==> src/rtl/pipe_rr_arbiter.sv <==
// Round-robin arbiter that serializes N single-entry requester slots into one pipe sink.
// Each beat is tagged with its source index. Fixed-priority mode can be selected per cycle.
module pipe_rr_arbiter #(
  parameter int N     = 4,
  parameter int WIDTH = 144,
  parameter int IDXW  = 2
) (
  input  logic                 CLK,
  input  logic                 RST,
  input  logic [N-1:0]         in_enq__ENA,
  input  logic [N*WIDTH-1:0]   in_enq_v,
  output logic [N-1:0]         in_enq__RDY,
  input  logic                 prio_fixed,
  output logic                 out_enq__ENA,
  output logic [WIDTH-1:0]     out_enq_v,
  output logic [IDXW-1:0]      out_src,
  input  logic                 out_enq__RDY
);

  logic [N-1:0]     full_q, full_d;
  logic [WIDTH-1:0] data_q [N];
  logic [WIDTH-1:0] data_d [N];
  logic [IDXW-1:0]  last_q, last_d;

  logic             any_full;
  logic [IDXW-1:0]  winner;
  logic [WIDTH-1:0] winner_data;
  logic             drain;

  assign in_enq__RDY = ~full_q & {N{~RST}};

  // Rank candidates by distance past the last winner (round-robin) or by raw index (fixed).
  always_comb begin
    int best_key;
    int key;
    any_full    = 1'b0;
    winner      = '0;
    winner_data = '0;
    best_key    = N;
    key         = 0;
    for (int i = 0; i < N; i++) begin
      key = i - int'(last_q) - 1;
      if (key < 0) key = key + N;
      if (prio_fixed) key = i;
      if (full_q[i] && (key < best_key)) begin
        best_key    = key;
        any_full    = 1'b1;
        winner      = IDXW'(i);
        winner_data = data_q[i];
      end
    end
  end

  assign drain        = any_full && out_enq__RDY && !RST;
  assign out_enq__ENA = drain;
  assign out_enq_v    = drain ? winner_data : '0;
  assign out_src      = drain ? winner : '0;

  // A slot can never capture and drain on the same edge: RDY is low whenever it is full.
  always_comb begin
    full_d = full_q;
    last_d = last_q;
    data_d = data_q;
    for (int i = 0; i < N; i++) begin
      if (in_enq__ENA[i] && in_enq__RDY[i]) begin
        full_d[i] = 1'b1;
        data_d[i] = in_enq_v[i*WIDTH +: WIDTH];
      end
      if (drain && (winner == IDXW'(i))) begin
        full_d[i] = 1'b0;
      end
    end
    if (drain) last_d = winner;
  end

  always_ff @(posedge CLK) begin
    if (RST) begin
      full_q <= '0;
      last_q <= IDXW'(N - 1);
    end else begin
      full_q <= full_d;
      last_q <= last_d;
    end
  end

  always_ff @(posedge CLK) begin
    data_q <= data_d;
  end

endmodule

==> config.mk <==
export PLATFORM = sky130hd
export DESIGN_NAME = pipe_rr_arbiter
export DESIGN_NICKNAME = d
export VERILOG_FILES = /design/src/rtl/pipe_rr_arbiter.sv
export SDC_FILE = /design/constraint.sdc
export NUM_CORES = 1
export LEC_CHECK = 0
export ABC_CLOCK_PERIOD_IN_PS = 6900
export BUFFER_PORTS_ARGS = -buffer_cell sky130_fd_sc_hd__buf_2
export CAP_MARGIN = 20
export CORE_AREA = 2 2 286 288
export DETAILED_ROUTE_END_ITERATION = 8
export DIE_AREA = 0 0 288 290
export SLEW_MARGIN = 20
export SYNTH_ARGS = -nofsm -noshare
export SYNTH_HDL_FRONTEND = slang
export SYNTH_SLANG_ARGS = --single-unit
==> constraint.sdc <==
create_clock -name CLK -period 6.9 [get_ports CLK]
set_input_delay 0.69 -clock CLK [delete_from_list [all_inputs] [get_ports CLK]]
set_output_delay 0.69 -clock CLK [all_outputs]
set_load 0.01 [all_outputs]
==> reports/metrics.yaml <==
outcome:
  outcome: "finished clean"
global_route:
  antenna_found_initial: 27
  track_usage: 0.155
  grt_overflow: 0
  grt_pass1_vias: 15300
  grt_max_degree: 79
  grt_pass1_wl_um: 96900
yosys:
  syn_inst: 1189
  synth_common_cells: "576 x edfxtp_1, 144 x a22o_1, 144 x mux2i_1, 144 x o2bb2ai_1, 41 x buf_2"
  seq_area_frac_synth: 0.778
  synthDistinctLibCells: 40
  synth_top_area_cell: "edfxtp_1"
  synthFlopType: "edfxtp_1"
  yosysWarningCount: 0
  syn_area_per_cell_um2: 18.8
  synthArstFlopShare: 0
  synth.most_common_cell: "edfxtp_1"
  synth.area.top_cells: "edfxtp_1 77%, mux2i_1 6.4%, a22o_1 5.6%"
  synth_area_um2: 22400
  synth-edff-count: 576
  synth.top_cell.area_share: 0.773
  ys_seq_elements: 582
clock_network:
  clk_latency_ps: 600
  cts_tree: "done"
  numCtsBuffers: 66
  clk_root_buffer_cell: "clkbuf_16"
  htree_levels: 3
  cts_max_path_buffers: 3
  clock_sinks: 582
  clk_pin_slew_ps: 60
timing:
  relSlewSlack: 0.338
  fin_skew_ps: 18.5
  tightest_slew_ps: 993
  hold_ws_ps: 257
  period_needed_ps: 6740
  hold_viol_final: 0
  timing.final.crit_share: 0.977
  timing.fmax_mhz: 148
  setup_viol: 0
  slew_violations: 0
final_layout:
  drive_above_1_share: 0.441
  area_growth_pct: 32.3
  stdcell_area_um2: 29600
  final_nets: 2528
power_and_ir_drop:
  seq_power_share: 0.480
  power_mw: 8.60
  power_density_nw_per_um2: 290
  p_int_mw: 6.54
  peakVddDrop_mv: 0.240
  pwr-share-clk: 0.411
  power_leakage_nw: 12.0
  power_switching_mw: 2.06
  combPwrFrac: 0.109
  switching_share: 0.240
placement:
  place.gp.congestion: 0.854
  dpl-instance-area_um2: 27200
  dp_hpwl_um: 46900
  numPortBuffers: 734
floorplan:
  initial_core_util: 0.279
  die_y_um: 290
  io_pins: 735
  coreArea_um2: 80200
  num_rows: 104
  dieArea_um2: 83500
  die_x_um: 288
worst_setup_path:
  cp_max_fo: 66
  endpoint_kind: "output port"
  path_class: "reg -> out"
  cp-start-kind: "flip-flop"
  worstPathArrival_ps: 6050
  required_ps: 6210
route:
  wl_per_cell_um: 22.0
  dr.pass1.iters: 5
  viasPerCell: 4.64
  vias: 14200
  drc: 0
  finalWirelength_um: 67500
  antenna_left: 0
  drt_iter0_drc: 990
flow_run:
  maxCapViolations: 0
worst_hold_path:
  hp-class: "in -> reg"
-- path summary, 6_finish.rpt --
check	start	end	slack [ps]	cells past startpoint
min reg2reg	last_q[1]$_SDFFE_PP1P_	last_q[1]$_SDFFE_PP1P_	500	2
min	in_enq_v[234]	data_q[378]$_DFFE_PP_	260	1
max reg2reg	last_q[0]$_SDFFE_PP1P_	last_q[0]$_SDFFE_PP1P_	1750	24
max	last_q[0]$_SDFFE_PP1P_	out_enq_v[43]	160	27
-- layer usage --
| metal | vias to the layer above | track usage | share of wire |
|---|---|---|---|
| li1 | 6463 | - | - |
| met1 | 7042 | 0.170 | 0.36 |
| met2 | 609 | 0.279 | 0.53 |
| met3 | 126 | 0.0414 | 0.075 |
| met4 | 6 | 0.0658 | 0.032 |
| met5 | - | 0 | 0.00068 |
-- repair_timing --
action / in CTS / in global routing
gates resized for setup: 7 / 11
gates cloned: 1 / 0
endpoints found under the setup margin: 144 / 144
hold buffers: 0 / 0
pin swaps: 1 / 1
setup buffers: 2 / 1
-- power groups by stage --
stage	combinational, mW	clock, mW	sequential, mW
floorplan	0.496	0	4.20
global placement	0.913	0	4.19
detailed placement	0.927	0	4.20
CTS	0.941	3.62	4.12
global route	1.01	3.75	4.13
finish	0.939	3.53	4.12
-- through the flow --
| step | setup slack, ps | util | std cells | TNS [ps] |
|---|---|---|---|---|
| after CTS | 29.2 | 0.368 | 3045 | 0 |
| final | 159 | 0.370 | 3071 | 0 |
| after global placement | 536 | 0.340 | 2924 | 0 |
| after global routing | -70.6 | 0.369 | 3070 | -3930 |
| after detailed placement | 241 | 0.340 | 2924 | 0 |
| after floorplan | 849 | - | 1191 | 0 |
-- logic make-up (layout without fill, tap and decap cells) --
group	count (synthesis)	after routing	share of synthesized area
DFF	582	582	0.778
buffers and inverters	86	881	0.0192
and+or+nand+nor	48	48	0.0101
muxes	145	145	0.0649
other	1	28	0.000168
AOI/OAI and AO/OA	317	317	0.122
adders and majority gates	8	8	0.00447
xor gates and xnor gates	2	2	0.000783
-- flip-flops by register name, summed over array words and instances (netlist names) --
register	cells
data_q	576
last_q	2
full_q	4
-- cell usage in the layout, fill, tap and decap left out, drive strengths merged, types with 10 or more instances in the layout --
| master | instances |
|---|---|
| o2bb2ai | 144 |
| diode | 25 |
| clkinv | 28 |
| clkbuf | 77 |
| nor2 | 20 |
| mux2i | 144 |
| buf | 757 |
| edfxtp | 576 |
| nand2 | 10 |
| a22o | 144 |
-- final cells by class --
type | count | area [um2]
fill | 7672 | 50500
inverter | 5 | 18.8
timing repair buffer | 758 | 3980
antenna | 25 | 62.6
tap | 1060 | 1330
multi-input combinational | 523 | 4630
sequential | 582 | 17400
clock inverter | 41 | 470
clock buffer | 77 | 1710
-- worst max-delay path, cell delays in order (launching register included) --
cell and delay (ps):
dfxtp_2 380, inv_1 110, ha_1 340, xor2_1 170
nor2_2 140, nand2_1 110, ha_1 320, o21a_1 140
o21ai_2 150, nor2b_4 210, nor2_2 70, a21oi_2 150
ha_2 300, o211ai_1 230, nor2_2 80, o41ai_2 100
nand2_4 90, mux2_2 300, ha_1 320, nand2_1 60
or3_1 370, nand3_1 140, o22a_1 220, a21oi_4 80
buf_12 160, buf_16 180, o2bb2ai_2 230, buf_2 180
Note: power is estimated with default switching activity, not from simulation.
